## src/rtl/alu_pkg.sv

```systemverilog
// Shared definitions for the serial ALU response link: frame types, receiver states,
// flag bit positions and the CRC3 / error-frame check helpers.
package alu_pkg;

  typedef enum logic {
    DATA_FRAME = 1'b0,
    CTL_FRAME  = 1'b1
  } frame_type_t;

  typedef enum logic [2:0] {
    RX_IDLE      = 3'd0,
    RX_TYPE      = 3'd1,
    RX_PAYLOAD   = 3'd2,
    RX_STOP      = 3'd3,
    RX_WAIT_HIGH = 3'd4
  } rx_state_t;

  localparam int FRAME_BITS  = 11;
  localparam int DATA_FRAMES = 4;

  localparam int FLAG_CARRY    = 3;
  localparam int FLAG_OVERFLOW = 2;
  localparam int FLAG_ZERO     = 1;
  localparam int FLAG_NEGATIVE = 0;

  // x^3+x+1, init 000, MSB first over {C, 1'b0, FLAGS}
  function automatic logic [2:0] crc3(input logic [36:0] data);
    logic [2:0] crc;
    logic       fb;
    crc = 3'b000;
    for (int i = 36; i >= 0; i--) begin
      fb  = crc[2] ^ data[i];
      crc = {crc[1], crc[0] ^ fb, fb};
    end
    return crc;
  endfunction

  // Error frame is good when the parity bit matches and both error copies agree
  function automatic logic err_frame_ok(input logic [7:0] payload);
    return (payload[0] == ^payload[7:1]) && (payload[6:4] == payload[3:1]);
  endfunction

endpackage

```

## src/rtl/alu_rsp_deserializer_if.sv

```systemverilog
// Serial input line and decoded response bundle of the ALU response deserializer.
interface alu_rsp_deserializer_if;

  logic        sout;
  logic        rsp_valid;
  logic [31:0] rsp_c;
  logic [3:0]  rsp_flags;
  logic        rsp_is_err;
  logic [2:0]  rsp_err;
  logic        rsp_crc_ok;
  logic        rsp_frame_err;

  modport master (
    input  sout,
    output rsp_valid, rsp_c, rsp_flags, rsp_is_err, rsp_err, rsp_crc_ok, rsp_frame_err
  );

  modport slave (
    output sout,
    input  rsp_valid, rsp_c, rsp_flags, rsp_is_err, rsp_err, rsp_crc_ok, rsp_frame_err
  );

endinterface

```

## src/rtl/alu_frame_rx.sv

```systemverilog
// Bit-level receiver for 11-bit frames (start, type, 8 payload MSB first, stop).
// Reports each completed frame with a one-cycle frame_done pulse.
module alu_frame_rx
  import alu_pkg::*;
(
  input  logic        clk,
  input  logic        rst_n,
  input  logic        sout,
  output logic        frame_done,
  output frame_type_t frame_type,
  output logic [7:0]  payload,
  output logic        stop_err,
  output logic        line_idle
);

  rx_state_t   state_r, state_s;
  logic [2:0]  bit_cnt_r, bit_cnt_s;
  logic [7:0]  shift_r, shift_s;
  frame_type_t type_r, type_s;
  logic        done_r, done_s;
  logic        stop_err_r, stop_err_s;

  // State and frame-capture registers
  always_ff @(posedge clk or negedge rst_n) begin
    if (!rst_n) begin
      state_r    <= RX_IDLE;
      bit_cnt_r  <= 3'd0;
      shift_r    <= 8'h00;
      type_r     <= DATA_FRAME;
      done_r     <= 1'b0;
      stop_err_r <= 1'b0;
    end else begin
      state_r    <= state_s;
      bit_cnt_r  <= bit_cnt_s;
      shift_r    <= shift_s;
      type_r     <= type_s;
      done_r     <= done_s;
      stop_err_r <= stop_err_s;
    end
  end

  // Next-state and per-bit capture logic
  always_comb begin
    state_s    = state_r;
    bit_cnt_s  = bit_cnt_r;
    shift_s    = shift_r;
    type_s     = type_r;
    done_s     = 1'b0;
    stop_err_s = 1'b0;
    case (state_r)
      RX_IDLE: begin
        if (!sout) begin
          state_s = RX_TYPE;
        end else begin
          state_s = RX_IDLE;
        end
      end
      RX_TYPE: begin
        type_s    = frame_type_t'(sout);
        bit_cnt_s = 3'd0;
        state_s   = RX_PAYLOAD;
      end
      RX_PAYLOAD: begin
        shift_s   = {shift_r[6:0], sout};
        bit_cnt_s = bit_cnt_r + 3'd1;
        if (bit_cnt_r == 3'd7) begin
          state_s = RX_STOP;
        end else begin
          state_s = RX_PAYLOAD;
        end
      end
      RX_STOP: begin
        done_s = 1'b1;
        if (sout) begin
          stop_err_s = 1'b0;
          state_s    = RX_IDLE;
        end else begin
          // A low stop bit could be the start of a stuck-low line; wait for it to go high
          stop_err_s = 1'b1;
          state_s    = RX_WAIT_HIGH;
        end
      end
      RX_WAIT_HIGH: begin
        if (sout) begin
          state_s = RX_IDLE;
        end else begin
          state_s = RX_WAIT_HIGH;
        end
      end
      default: begin
        state_s = RX_IDLE;
      end
    endcase
  end

  assign frame_done = done_r;
  assign frame_type = type_r;
  assign payload    = shift_r;
  assign stop_err   = stop_err_r;
  assign line_idle  = (state_r == RX_IDLE);

endmodule

```

## src/rtl/alu_rsp_deserializer.sv

```systemverilog
// Response sequencer: assembles 4 data frames + ctl frame (or a lone error frame) into one
// checked response. Optional RSP_TIMEOUT_EN aborts a partial response after TIMEOUT_CYCLES idle.
module alu_rsp_deserializer
  import alu_pkg::*;
#(
  parameter int TIMEOUT_CYCLES = 64
) (
  input  logic                   clk,
  input  logic                   rst_n,
  alu_rsp_deserializer_if.master bus
);

  localparam logic [2:0] FULL_CNT = 3'(DATA_FRAMES);

  logic        frame_done_s;
  frame_type_t frame_type_s;
  logic [7:0]  payload_s;
  logic        stop_err_s;
  logic        line_idle_s;
  logic        timeout_s;

  logic [2:0]  dcnt_r, dcnt_s;
  logic [31:0] c_r, c_s;

  logic        emit_s;
  logic [31:0] nxt_c_s;
  logic [3:0]  nxt_flags_s;
  logic        nxt_is_err_s;
  logic [2:0]  nxt_err_s;
  logic        nxt_crc_ok_s;
  logic        nxt_frame_err_s;

  logic        rsp_valid_r;
  logic [31:0] rsp_c_r;
  logic [3:0]  rsp_flags_r;
  logic        rsp_is_err_r;
  logic [2:0]  rsp_err_r;
  logic        rsp_crc_ok_r;
  logic        rsp_frame_err_r;

  alu_frame_rx u_frame_rx (
    .clk        (clk),
    .rst_n      (rst_n),
    .sout       (bus.sout),
    .frame_done (frame_done_s),
    .frame_type (frame_type_s),
    .payload    (payload_s),
    .stop_err   (stop_err_s),
    .line_idle  (line_idle_s)
  );

`ifdef RSP_TIMEOUT_EN
  localparam int CNT_W = $clog2(TIMEOUT_CYCLES + 1);
  logic [CNT_W-1:0] idle_cnt_r, idle_cnt_s;

  // Idle-gap counter between frames of a partially received response
  always_ff @(posedge clk or negedge rst_n) begin
    if (!rst_n) begin
      idle_cnt_r <= '0;
    end else begin
      idle_cnt_r <= idle_cnt_s;
    end
  end

  // Counter advances only on a high idle line with data buffered
  always_comb begin
    idle_cnt_s = '0;
    timeout_s  = 1'b0;
    if (frame_done_s || (dcnt_r == 3'd0) || !line_idle_s || !bus.sout) begin
      idle_cnt_s = '0;
      timeout_s  = 1'b0;
    end else if (idle_cnt_r == CNT_W'(TIMEOUT_CYCLES)) begin
      idle_cnt_s = '0;
      timeout_s  = 1'b1;
    end else begin
      idle_cnt_s = idle_cnt_r + {{(CNT_W-1){1'b0}}, 1'b1};
      timeout_s  = 1'b0;
    end
  end
`else
  logic unused_s;
  assign timeout_s = 1'b0;
  assign unused_s  = line_idle_s | (TIMEOUT_CYCLES < 1);
`endif

  // Response sequencing and field decode
  always_comb begin
    dcnt_s          = dcnt_r;
    c_s             = c_r;
    emit_s          = 1'b0;
    nxt_c_s         = 32'h0000_0000;
    nxt_flags_s     = 4'h0;
    nxt_is_err_s    = 1'b0;
    nxt_err_s       = 3'b000;
    nxt_crc_ok_s    = 1'b0;
    nxt_frame_err_s = 1'b0;
    if (frame_done_s) begin
      if (stop_err_s) begin
        emit_s          = 1'b1;
        nxt_frame_err_s = 1'b1;
        dcnt_s          = 3'd0;
      end else if (frame_type_s == DATA_FRAME) begin
        if (dcnt_r == FULL_CNT) begin
          emit_s          = 1'b1;
          nxt_frame_err_s = 1'b1;
          dcnt_s          = 3'd0;
        end else begin
          c_s    = {c_r[23:0], payload_s};
          dcnt_s = dcnt_r + 3'd1;
        end
      end else if (!payload_s[7]) begin
        emit_s = 1'b1;
        dcnt_s = 3'd0;
        if (dcnt_r == FULL_CNT) begin
          nxt_c_s      = c_r;
          nxt_flags_s  = payload_s[6:3];
          nxt_crc_ok_s = (crc3({c_r, 1'b0, payload_s[6:3]}) == payload_s[2:0]);
        end else begin
          nxt_frame_err_s = 1'b1;
        end
      end else begin
        emit_s = 1'b1;
        dcnt_s = 3'd0;
        if (dcnt_r == 3'd0) begin
          nxt_is_err_s = 1'b1;
          nxt_err_s    = payload_s[6:4];
          nxt_crc_ok_s = err_frame_ok(payload_s);
        end else begin
          nxt_frame_err_s = 1'b1;
        end
      end
    end else if (timeout_s) begin
      emit_s          = 1'b1;
      nxt_frame_err_s = 1'b1;
      dcnt_s          = 3'd0;
    end else begin
      dcnt_s = dcnt_r;
    end
  end

  // Sequencer state
  always_ff @(posedge clk or negedge rst_n) begin
    if (!rst_n) begin
      dcnt_r <= 3'd0;
      c_r    <= 32'h0000_0000;
    end else begin
      dcnt_r <= dcnt_s;
      c_r    <= c_s;
    end
  end

  // Response outputs: pulse valid, hold fields until the next response
  always_ff @(posedge clk or negedge rst_n) begin
    if (!rst_n) begin
      rsp_valid_r     <= 1'b0;
      rsp_c_r         <= 32'h0000_0000;
      rsp_flags_r     <= 4'h0;
      rsp_is_err_r    <= 1'b0;
      rsp_err_r       <= 3'b000;
      rsp_crc_ok_r    <= 1'b0;
      rsp_frame_err_r <= 1'b0;
    end else begin
      rsp_valid_r <= emit_s;
      if (emit_s) begin
        rsp_c_r         <= nxt_c_s;
        rsp_flags_r     <= nxt_flags_s;
        rsp_is_err_r    <= nxt_is_err_s;
        rsp_err_r       <= nxt_err_s;
        rsp_crc_ok_r    <= nxt_crc_ok_s;
        rsp_frame_err_r <= nxt_frame_err_s;
      end
    end
  end

  assign bus.rsp_valid     = rsp_valid_r;
  assign bus.rsp_c         = rsp_c_r;
  assign bus.rsp_flags     = rsp_flags_r;
  assign bus.rsp_is_err    = rsp_is_err_r;
  assign bus.rsp_err       = rsp_err_r;
  assign bus.rsp_crc_ok    = rsp_crc_ok_r;
  assign bus.rsp_frame_err = rsp_frame_err_r;

endmodule

```

## src/flat_wrapper.sv

```systemverilog
// flat-port wrapper written by rule: the top's interface ports become plain ports
module alu_rsp_deserializer_flat import alu_pkg::*;
#(
  parameter int TIMEOUT_CYCLES = 64
)
  (clk, rst_n, bus_sout, bus_rsp_valid, bus_rsp_c, bus_rsp_flags, bus_rsp_is_err, bus_rsp_err, bus_rsp_crc_ok, bus_rsp_frame_err);
  alu_rsp_deserializer_if bus_i ();
  input  logic clk;
  input  logic rst_n;
  input wire logic [$bits(bus_i.sout)-1:0] bus_sout;
  output wire logic [$bits(bus_i.rsp_valid)-1:0] bus_rsp_valid;
  output wire logic [$bits(bus_i.rsp_c)-1:0] bus_rsp_c;
  output wire logic [$bits(bus_i.rsp_flags)-1:0] bus_rsp_flags;
  output wire logic [$bits(bus_i.rsp_is_err)-1:0] bus_rsp_is_err;
  output wire logic [$bits(bus_i.rsp_err)-1:0] bus_rsp_err;
  output wire logic [$bits(bus_i.rsp_crc_ok)-1:0] bus_rsp_crc_ok;
  output wire logic [$bits(bus_i.rsp_frame_err)-1:0] bus_rsp_frame_err;
  assign bus_i.sout = bus_sout;
  assign bus_rsp_valid = bus_i.rsp_valid;
  assign bus_rsp_c = bus_i.rsp_c;
  assign bus_rsp_flags = bus_i.rsp_flags;
  assign bus_rsp_is_err = bus_i.rsp_is_err;
  assign bus_rsp_err = bus_i.rsp_err;
  assign bus_rsp_crc_ok = bus_i.rsp_crc_ok;
  assign bus_rsp_frame_err = bus_i.rsp_frame_err;
  alu_rsp_deserializer #(.TIMEOUT_CYCLES(TIMEOUT_CYCLES)) u_core (.clk(clk), .rst_n(rst_n), .bus(bus_i));
endmodule
```

## config.mk

```make
export PLATFORM = sky130hd
export DESIGN_NAME = alu_rsp_deserializer_flat
export DESIGN_NICKNAME = d
export VERILOG_FILES = /design/src/rtl/alu_pkg.sv /design/src/rtl/alu_rsp_deserializer_if.sv /design/src/rtl/alu_frame_rx.sv /design/src/rtl/alu_rsp_deserializer.sv /design/src/flat_wrapper.sv
export SDC_FILE = /design/constraint.sdc
export NUM_CORES = 1
export LEC_CHECK = 0
export BUFFER_PORTS_ARGS = -buffer_cell sky130_fd_sc_hd__clkbuf_2
export CAP_MARGIN = 30
export CORE_MARGIN = 10
export CORE_UTILIZATION = 45
export DETAILED_ROUTE_END_ITERATION = 12
export GPL_TIMING_DRIVEN = 0
export PLACE_DENSITY_LB_ADDON = 0.3
export SLEW_MARGIN = 20
export SYNTH_ARGS = -nofsm -noshare
export SYNTH_HDL_FRONTEND = slang
export SYNTH_SLANG_ARGS = --single-unit
```

## constraint.sdc

```tcl
create_clock -name clk -period 4.4 [get_ports clk]
set_input_delay 0.66 -clock clk [delete_from_list [all_inputs] [get_ports clk]]
set_output_delay 0.66 -clock clk [all_outputs]
set_load 0.02 [all_outputs]
```

==> results of run 1 <==
-- final cells by class --
| cell class | instances | area share |
|---|---|---|
| Inverter | 6 | 0.00478 |
| Sequential cell | 95 | 0.505 |
| Tap cell | 108 | 0.0287 |
| Multi-Input combinational cell | 176 | 0.351 |
| Clock buffer | 11 | 0.0321 |
| Buffer | 18 | 0.0154 |
| Clock inverter | 5 | 0.0135 |
| Timing Repair Buffer | 45 | 0.0497 |
-- layer usage --
metal	part of all wire	vias up	track usage
met5	0	-	0
met4	0.021	0	0.0575
met3	0.046	15	0.0274
met2	0.48	44	0.215
met1	0.45	1249	0.164
li1	-	1168	-
-- state kept, by name, summed over array words and instances, names as in the netlist, 3 cells and up --
signal and flops:
u_core.bus.rsp_c 32, u_core.c_r 32, u_core.u_frame_rx.payload 8, u_core.bus.rsp_flags 4
u_core.bus.rsp_err 3, u_core.dcnt_r 3, u_core.u_frame_rx.bit_cnt_r 3, u_core.u_frame_rx.state_r 3
-- cells by family (layout without fill, tap and decap cells) --
group	count (synthesis)	in the layout	share of synthesized area
adder cells (fa/ha/maj)	4	4	0.0121
AND/OR/NAND/NOR	31	31	0.0412
flip-flops	95	95	0.576
buffers and inverters	24	85	0.0230
XOR/XNOR	45	45	0.121
multiplexers	43	43	0.117
AO/OA/AOI/OAI	53	53	0.110
-- synth_stat cells --
| cell | n |
|---|---|
| sky130_fd_sc_hd__a211oi_1 | 1 |
| sky130_fd_sc_hd__a21o_1 | 1 |
| sky130_fd_sc_hd__a21oi_1 | 2 |
| sky130_fd_sc_hd__a22o_1 | 41 |
| sky130_fd_sc_hd__a22oi_1 | 1 |
| sky130_fd_sc_hd__a31oi_1 | 1 |
| sky130_fd_sc_hd__a32oi_1 | 1 |
| sky130_fd_sc_hd__and3_1 | 2 |
| sky130_fd_sc_hd__buf_1 | 3 |
| sky130_fd_sc_hd__buf_2 | 1 |
| sky130_fd_sc_hd__buf_4 | 1 |
| sky130_fd_sc_hd__clkbuf_1 | 13 |
| sky130_fd_sc_hd__dfrtp_1 | 95 |
| sky130_fd_sc_hd__ha_1 | 4 |
| sky130_fd_sc_hd__inv_1 | 5 |
| sky130_fd_sc_hd__inv_2 | 1 |
| sky130_fd_sc_hd__mux2_1 | 1 |
| sky130_fd_sc_hd__mux2_2 | 41 |
| sky130_fd_sc_hd__mux2i_1 | 1 |
| sky130_fd_sc_hd__nand2_1 | 5 |
| sky130_fd_sc_hd__nand2b_1 | 4 |
| sky130_fd_sc_hd__nand3_1 | 2 |
| sky130_fd_sc_hd__nand4b_1 | 1 |
| sky130_fd_sc_hd__nor2_1 | 6 |
| sky130_fd_sc_hd__nor2b_1 | 1 |
| sky130_fd_sc_hd__nor3_1 | 5 |
| sky130_fd_sc_hd__nor3b_1 | 3 |
| sky130_fd_sc_hd__nor3b_2 | 1 |
| sky130_fd_sc_hd__o211ai_2 | 1 |
| sky130_fd_sc_hd__o21ai_0 | 2 |
| sky130_fd_sc_hd__o221ai_2 | 1 |
| sky130_fd_sc_hd__o32ai_1 | 1 |
| sky130_fd_sc_hd__or2_2 | 1 |
| sky130_fd_sc_hd__xnor2_1 | 31 |
| sky130_fd_sc_hd__xnor2_2 | 1 |
| sky130_fd_sc_hd__xnor3_1 | 6 |
| sky130_fd_sc_hd__xnor3_2 | 1 |
| sky130_fd_sc_hd__xor2_1 | 6 |
-- power by group --
group          internal (mW)  switching (mW)  total [mW]
sequential              1.10           0.249        1.35
combinational           1.28            1.03        2.31
clock                  0.298           0.311       0.609
-- path summary, 6_finish.rpt --
check | from | end
worst max-delay path | u_core.c_r[18] | u_core.bus.rsp_crc_ok
worst min-delay path | rst_n | u_core.dcnt_r[1]
worst max register to register | u_core.c_r[18] | u_core.bus.rsp_crc_ok
min in group clk | u_core.bus.rsp_is_err | u_core.bus.rsp_is_err
max in group asynchronous | rst_n | u_core.c_r[0]
worst min register to register | u_core.bus.rsp_is_err | u_core.bus.rsp_is_err
-- worst max-delay path, stage by stage (launching register included) --
cell and delay (ps):
sky130_fd_sc_hd__dfrtp_1 450, sky130_fd_sc_hd__xnor3_1 470, sky130_fd_sc_hd__xnor2_2 220, sky130_fd_sc_hd__xnor3_1 390
sky130_fd_sc_hd__xnor3_2 430, sky130_fd_sc_hd__nor3b_2 170, sky130_fd_sc_hd__o221ai_2 150, sky130_fd_sc_hd__o211ai_2 110
-- stage by stage --
step                total power, mW  std cells  utilization  cell area, µm²  hold WS, ps
global placement               3.64        448        0.510            4490          458
global route                   4.62        464        0.535            4710          400
finish                         4.28        464        0.535            4710          329
floorplan                      3.29        295            -            4130          364
CTS                            4.32        464        0.535            4710          384
detailed placement             3.71        448        0.511            4500          465
==> summary.txt, run 1 <==
ROUTING
--------------------------------------------------------------------------------------------------
Antenna Nets Post-Route                                                                          0
Number of vias per cell after detailed routing                                                5.34
Drt first pass iters                                                                             4
Count of routing violations after the opening detailed-route iteration                         110
Total Wirelength                                                                           8180 µm
Via count                                                                                     2476
Mean routed wirelength per cell                                                            17.6 µm
Drc violations                                                                                   0

CLOCK TREE
--------------------------------------------------------------------------------------------------
# clock sinks                                                                                   95
Cell chosen for the clock root                                                        sky130_fd_sc_hd__clkbuf_8
CTS Hold Buffers Added                                                                           0
CTS HTree Levels                                                                                 3
Clock Tree Buf Depth                                                                             2
CTS tree                                                                                      done
Clock transition time at the flip-flop clock pins of the worst setup and hold paths         100 ps
Post-CTS setup repair buffer count                                                               0
TritonCTS buffer count                                                                           9
Skew-Pair Late Insertion Delay                                                              370 ps
CTS resizes                                                                                      0

FLOORPLAN
--------------------------------------------------------------------------------------------------
Initial Utilization                                                                          0.469
Num ports                                                                                       46
Chip height                                                                                 116 µm
CORE AREA                                                                                 8810 µm²
Row cnt                                                                                         34
Die width                                                                                   116 µm
Die Outline Area                                                                         13400 µm²

SYNTHESIS
--------------------------------------------------------------------------------------------------
Yosys warning count                                                                              0
Synthesized cell area                                                                     4130 µm²
Flip-flop and latch count after synthesis                                                       95
Post-synthesis average cell area                                                          14.0 µm²
Synth top area cells                                                                  sky130_fd_sc_hd__dfrtp_1 (58%), sky130_fd_sc_hd__mux2_2 (11%), sky130_fd_sc_hd__a22o_1 (8.7%), sky130_fd_sc_hd__xnor2_1 (6.6%), sky130_fd_sc_hd__xnor3_1 (3.3%)
Syn Nets                                                                                       302
Area share of the leading cell type in the synthesized netlist                               0.576
Cell count after synthesis                                                                     295
Cell type with the largest total area after synthesis                                 sky130_fd_sc_hd__dfrtp_1
Synth unique cells                                                                              38
Sequential fraction of the synthesis area                                                    0.576

TIMING
--------------------------------------------------------------------------------------------------
Post-layout minimum cycle time                                                             2490 ps
Endpoints failing hold                                                                           0
Setup TNS                                                                                     0 ps
Worst path setup slack after routing                                                       1910 ps
Transition time of the tightest slew-check pin                                              981 ps
Worst-case headroom to the max-slew limit                                                    0.344
RSZ-0062 raised after global routing                                                         false
Top achievable clock speed                                                                 402 MHz
Final setup violation count                                                                      0
Final worst clock skew                                                                     17.5 ps
Share of the cycle needed by the critical path after routing                                 0.566
Final Max Slew Viols                                                                             0

FINAL LAYOUT
--------------------------------------------------------------------------------------------------
Combined flip-flop and latch cell area                                                    2380 µm²
Count of fill cells added during filler insertion                                              741
Top library cells by usage in the layout, fill and taps aside                         sky130_fd_sc_hd__dfrtp_1 (95), sky130_fd_sc_hd__clkbuf_2 (44), sky130_fd_sc_hd__mux2_2 (41), sky130_fd_sc_hd__a22o_1 (41), sky130_fd_sc_hd__xnor2_1 (31)
Multi-input logic area                                                                    1660 µm²
Layout overhead on the synthesized area                                                      14.2%
Layout cells sized above 1                                                                   0.312
Most common library cell in the layout ignoring fill and taps                         sky130_fd_sc_hd__dfrtp_1
Final nets                                                                                     358
N_diodes                                                                                         0

WORST SETUP PATH
--------------------------------------------------------------------------------------------------
Worst r2r path cells                                                                             7
Critical path required time                                                                4650 ps
WS Path Type                                                                               reg2reg
Category of the worst setup path launch point                                             register
Crit path DAT                                                                              2740 ps
Crit end category                                                                         register
Maximum fanout along the worst path                                                              5
Setup slack, reg-to-reg                                                                    1910 ps

PWR
--------------------------------------------------------------------------------------------------
Leakage component of the power                                                             2.32 nW
Worst IR Drop VDD                                                                         0.646 mV
Pwr/cell area                                                                           907 nW/µm²

HOLD PATH
--------------------------------------------------------------------------------------------------
Worst Hold Class                                                                          in2async

PLACEMENT
--------------------------------------------------------------------------------------------------
Number of buffer cells added on primary ports                                                   45
Half-perimeter wire length of the detailed placement result                                5790 µm
Final estimated routing congestion in global placement                                       0.778
Worst-case setup slack after placement                                                     1890 ps

FLOW RUN
--------------------------------------------------------------------------------------------------
Number of max-cap violations                                                                     0

GLOBAL ROUTING
--------------------------------------------------------------------------------------------------
First-pass GRT wire length                                                                13900 µm
Global-route total usage across every layer                                                  0.131
Total grt overflow                                                                               0
Pin count of the biggest net entering global routing                                            96
Initial antenna violation count                                                                  0
Vias in the first global route                                                                2608

STATUS
--------------------------------------------------------------------------------------------------
Status                                                                                finished, final reports clean

Note: power is estimated with default switching activity, not from simulation.
==> run 2: changes to the inputs <==
==> constraint.sdc (replaced) <==
create_clock -name clk -period 2.4 [get_ports clk]
set_input_delay 0.36 -clock clk [delete_from_list [all_inputs] [get_ports clk]]
set_output_delay 0.36 -clock clk [all_outputs]
set_load 0.02 [all_outputs]
==> run 2 against run 1 <==
Routed wire length up 0.16%. Clock skew fell by 0.81 ps. Non-clock buffer count fell by 2. Global-route usage about the same. Die area did not move. Critical path type unchanged. Clock-buffer cell count stayed put. First-iteration DRC count rose by 2.7%. Power increased by 84%.
==> summary.txt, run 2 (synthesis gave the netlist of run 1 again) <==
STATUS
--------------------------------------------------------------------------------------------------
Status                                                                                finished, final reports clean

GLOBAL ROUTING
--------------------------------------------------------------------------------------------------
Pin count of the biggest net entering global routing                                            96   unchanged
Vias in the first global route                                                                2609   +0.038%
First-pass GRT wire length                                                                13900 µm   +0.20%
Global-route total usage across every layer                                                  0.131   +0.000218
Total grt overflow                                                                               0   unchanged
Initial antenna violation count                                                                  0   unchanged

ROUTING
--------------------------------------------------------------------------------------------------
Mean routed wirelength per cell                                                            17.7 µm   +0.59%
Antenna Nets Post-Route                                                                          0   unchanged
Total Wirelength                                                                           8190 µm   +0.16%
Drc violations                                                                                   0   unchanged
Count of routing violations after the opening detailed-route iteration                         113   +2.7%
Via count                                                                                     2470   -0.24%
Number of vias per cell after detailed routing                                                5.35   +0.19%
Drt first pass iters                                                                             4   unchanged

PWR
--------------------------------------------------------------------------------------------------
Worst IR Drop VDD                                                                          1.18 mV   +83%
Clock group share of total power                                                             0.142   about the same
Fraction of power spent switching nets                                                       0.373   about the same
Total internal power                                                                       4.92 mW   +84%
Power share of the sequential group                                                          0.323   +0.007
Pwr/cell area                                                                          1660 nW/µm²   +83%
Share of total power in combinational logic                                                  0.535   -0.006
Switching power                                                                            2.92 mW   +84%
Leakage component of the power                                                             2.33 nW   +0.17%

PLACEMENT
--------------------------------------------------------------------------------------------------
Half-perimeter wire length of the detailed placement result                                5790 µm   unchanged
Final estimated routing congestion in global placement                                       0.778   unchanged
Number of buffer cells added on primary ports                                                   45   unchanged
Post-Place Cell Area                                                                      4500 µm²   unchanged

FINAL LAYOUT
--------------------------------------------------------------------------------------------------
Count of fill cells added during filler insertion                                              742   +0.13%
Layout Cell Area excl Fill                                                                4720 µm²   +0.11%
Most common library cell in the layout ignoring fill and taps                         sky130_fd_sc_hd__dfrtp_1
Layout overhead on the synthesized area                                                      14.3%
N_diodes                                                                                         0   unchanged
Multi-input logic area                                                                    1660 µm²   +0.45%
Combined flip-flop and latch cell area                                                    2380 µm²   about the same
Layout cells sized above 1                                                                   0.328   +0.0159
Final nets                                                                                     356   -0.56%
Top library cells by usage in the layout, fill and taps aside                         sky130_fd_sc_hd__dfrtp_1 (94), sky130_fd_sc_hd__clkbuf_2 (47), sky130_fd_sc_hd__mux2_2 (41), sky130_fd_sc_hd__a22o_1 (41), sky130_fd_sc_hd__xnor2_1 (30)

WORST SETUP PATH
--------------------------------------------------------------------------------------------------
Worst reg2reg path endpoint                                                           u_core.bus.rsp_crc_ok
WS Path Type                                                                               reg2reg
Crit end category                                                                         register
Cell class contributing the biggest share of worst-path delay                         XOR/XNOR gates
Setup slack, reg-to-reg                                                                      40 ps   -1870 ps
Cell with the largest stage delay on the worst path                                   sky130_fd_sc_hd__xnor3_1
Slowest stage delay, CP                                                                     440 ps   -30 ps
Cells along the critical path                                                         xnor3_1, xnor2_2, xnor3_1, xnor3_2, nor3b_2, o221ai_2, o211ai_2
Worst r2r path cells                                                                             7   unchanged
Critical path buffer and inverter count                                                          0   unchanged
Crit path top cell by count                                                           sky130_fd_sc_hd__xnor3_1
Critical path required time                                                                2650 ps   -2000 ps
Launching point of the worst reg2reg path                                             u_core.c_r[18]
Maximum fanout along the worst path                                                              5   unchanged
Category of the worst setup path launch point                                             register
Crit path DAT                                                                              2600 ps   -140 ps

CLOCK TREE
--------------------------------------------------------------------------------------------------
CTS tree                                                                                      done
Skew-Pair Late Insertion Delay                                                              360 ps   about the same
Clock transition time at the flip-flop clock pins of the worst setup and hold paths         100 ps   about the same
TritonCTS buffer count                                                                           9   unchanged
Post-CTS setup repair buffer count                                                               0   unchanged
Clock Tree Buf Depth                                                                             2   unchanged
Cell chosen for the clock root                                                        sky130_fd_sc_hd__clkbuf_8
CTS HTree Levels                                                                                 3   unchanged
# clock sinks                                                                                   95   unchanged

TIMING
--------------------------------------------------------------------------------------------------
Final worst clock skew                                                                     16.7 ps   -0.813 ps
Fin Hold WS                                                                                29.7 ps   -300 ps
Final setup violation count                                                                      0   unchanged
Final Max Slew Viols                                                                             0   unchanged
Endpoints failing hold                                                                           0   unchanged
Share of the cycle needed by the critical path after routing                                 0.982   +0.416
Worst-case headroom to the max-slew limit                                                    0.344   -0.000402
Setup TNS                                                                                     0 ps   unchanged
RSZ-0062 raised after global routing                                                          true
Transition time of the tightest slew-check pin                                              982 ps   +0.603 ps
Top achievable clock speed                                                                 425 MHz   +5.7%
Post-layout minimum cycle time                                                             2360 ps   -134 ps

HOLD PATH
--------------------------------------------------------------------------------------------------
Worst Hold Class                                                                          in2async

FLOORPLAN
--------------------------------------------------------------------------------------------------
Chip height                                                                                 116 µm   unchanged
Die width                                                                                   116 µm   unchanged
Row cnt                                                                                         34   unchanged
Num ports                                                                                       46   unchanged
Initial Utilization                                                                          0.469   unchanged
Die Outline Area                                                                         13400 µm²   unchanged
CORE AREA                                                                                 8810 µm²   unchanged

FLOW RUN
--------------------------------------------------------------------------------------------------
Number of max-cap violations                                                                     0   unchanged

## run 2: timing repair
item | 4_1_cts | 5_1_grt
gates resized for setup | 1 | 7
hold buffers | 0 | 0
pin swaps | 2 | 0
endpoints found under the setup margin | 1 | 30
endpoints found under the hold margin | 0 | 0
## run 2: metal layers
| metal | vias up | track usage | routed length (µm) |
|---|---|---|---|
| met4 | 0 | 0.0575 | 166 |
| li1 | 1160 | - | - |
| met2 | 46 | 0.215 | 3970 |
| met3 | 15 | 0.0274 | 356 |
| met5 | - | 0 | 0 |
| met1 | 1249 | 0.165 | 3700 |
## run 2: worst max path at each step
| stage | from | to | cells past startpoint |
|---|---|---|---|
| after global routing | u_core.c_r[18] | u_core.bus.rsp_crc_ok | 7 |
| after detailed placement | u_core.c_r[18] | u_core.bus.rsp_crc_ok | 7 |
| after CTS | u_core.c_r[18] | u_core.bus.rsp_crc_ok | 7 |
| final | u_core.c_r[18] | u_core.bus.rsp_crc_ok | 7 |
| after floorplan | u_core.c_r[18] | u_core.bus.rsp_crc_ok | 7 |
| after global placement | rst_n | u_core.bus.rsp_c[2] | 1 |
## run 2: worst reg2reg max path: stages, from the launching register on
cell and delay [ps]:
sky130_fd_sc_hd__dfrtp_2 420, sky130_fd_sc_hd__xnor3_1 450, sky130_fd_sc_hd__xnor2_2 240, sky130_fd_sc_hd__xnor3_1 290, sky130_fd_sc_hd__xnor3_2 430, sky130_fd_sc_hd__nor3b_2 170, sky130_fd_sc_hd__o221ai_2 150, sky130_fd_sc_hd__o211ai_2 110
## run 2: stage by stage
stage / cells / util / worst slack [ps] / power, mW
2_1_floorplan: 295 / - / 92.7 / 6.03
3_5_place_dp: 448 / 0.511 / -111 / 6.79
3_3_place_gp: 448 / 0.510 / -149 / 6.67
5_1_grt: 462 / 0.536 / -60.7 / 8.46
6_report: 462 / 0.536 / 44.3 / 7.85
4_1_cts: 462 / 0.534 / 15.3 / 7.92
## run 2: cell type report
class,instances,share of cell area
tap,108,0.0286
buffer,16,0.0146
sequential,95,0.504
clock inverter,5,0.0135
timing repair buffer,45,0.0496
inverter,6,0.00477
multi-input combinational,176,0.353
clock buffer,11,0.0321
## run 2: power groups by stage
stage          sequential, mW  combinational, mW  clock, mW
6_report                 2.53               4.20       1.12
3_3_place_gp             2.50               4.17          0
3_5_place_dp             2.52               4.28          0
4_1_cts                  2.54               4.25       1.14
2_1_floorplan            2.46               3.57          0
5_1_grt                  2.62               4.63       1.22
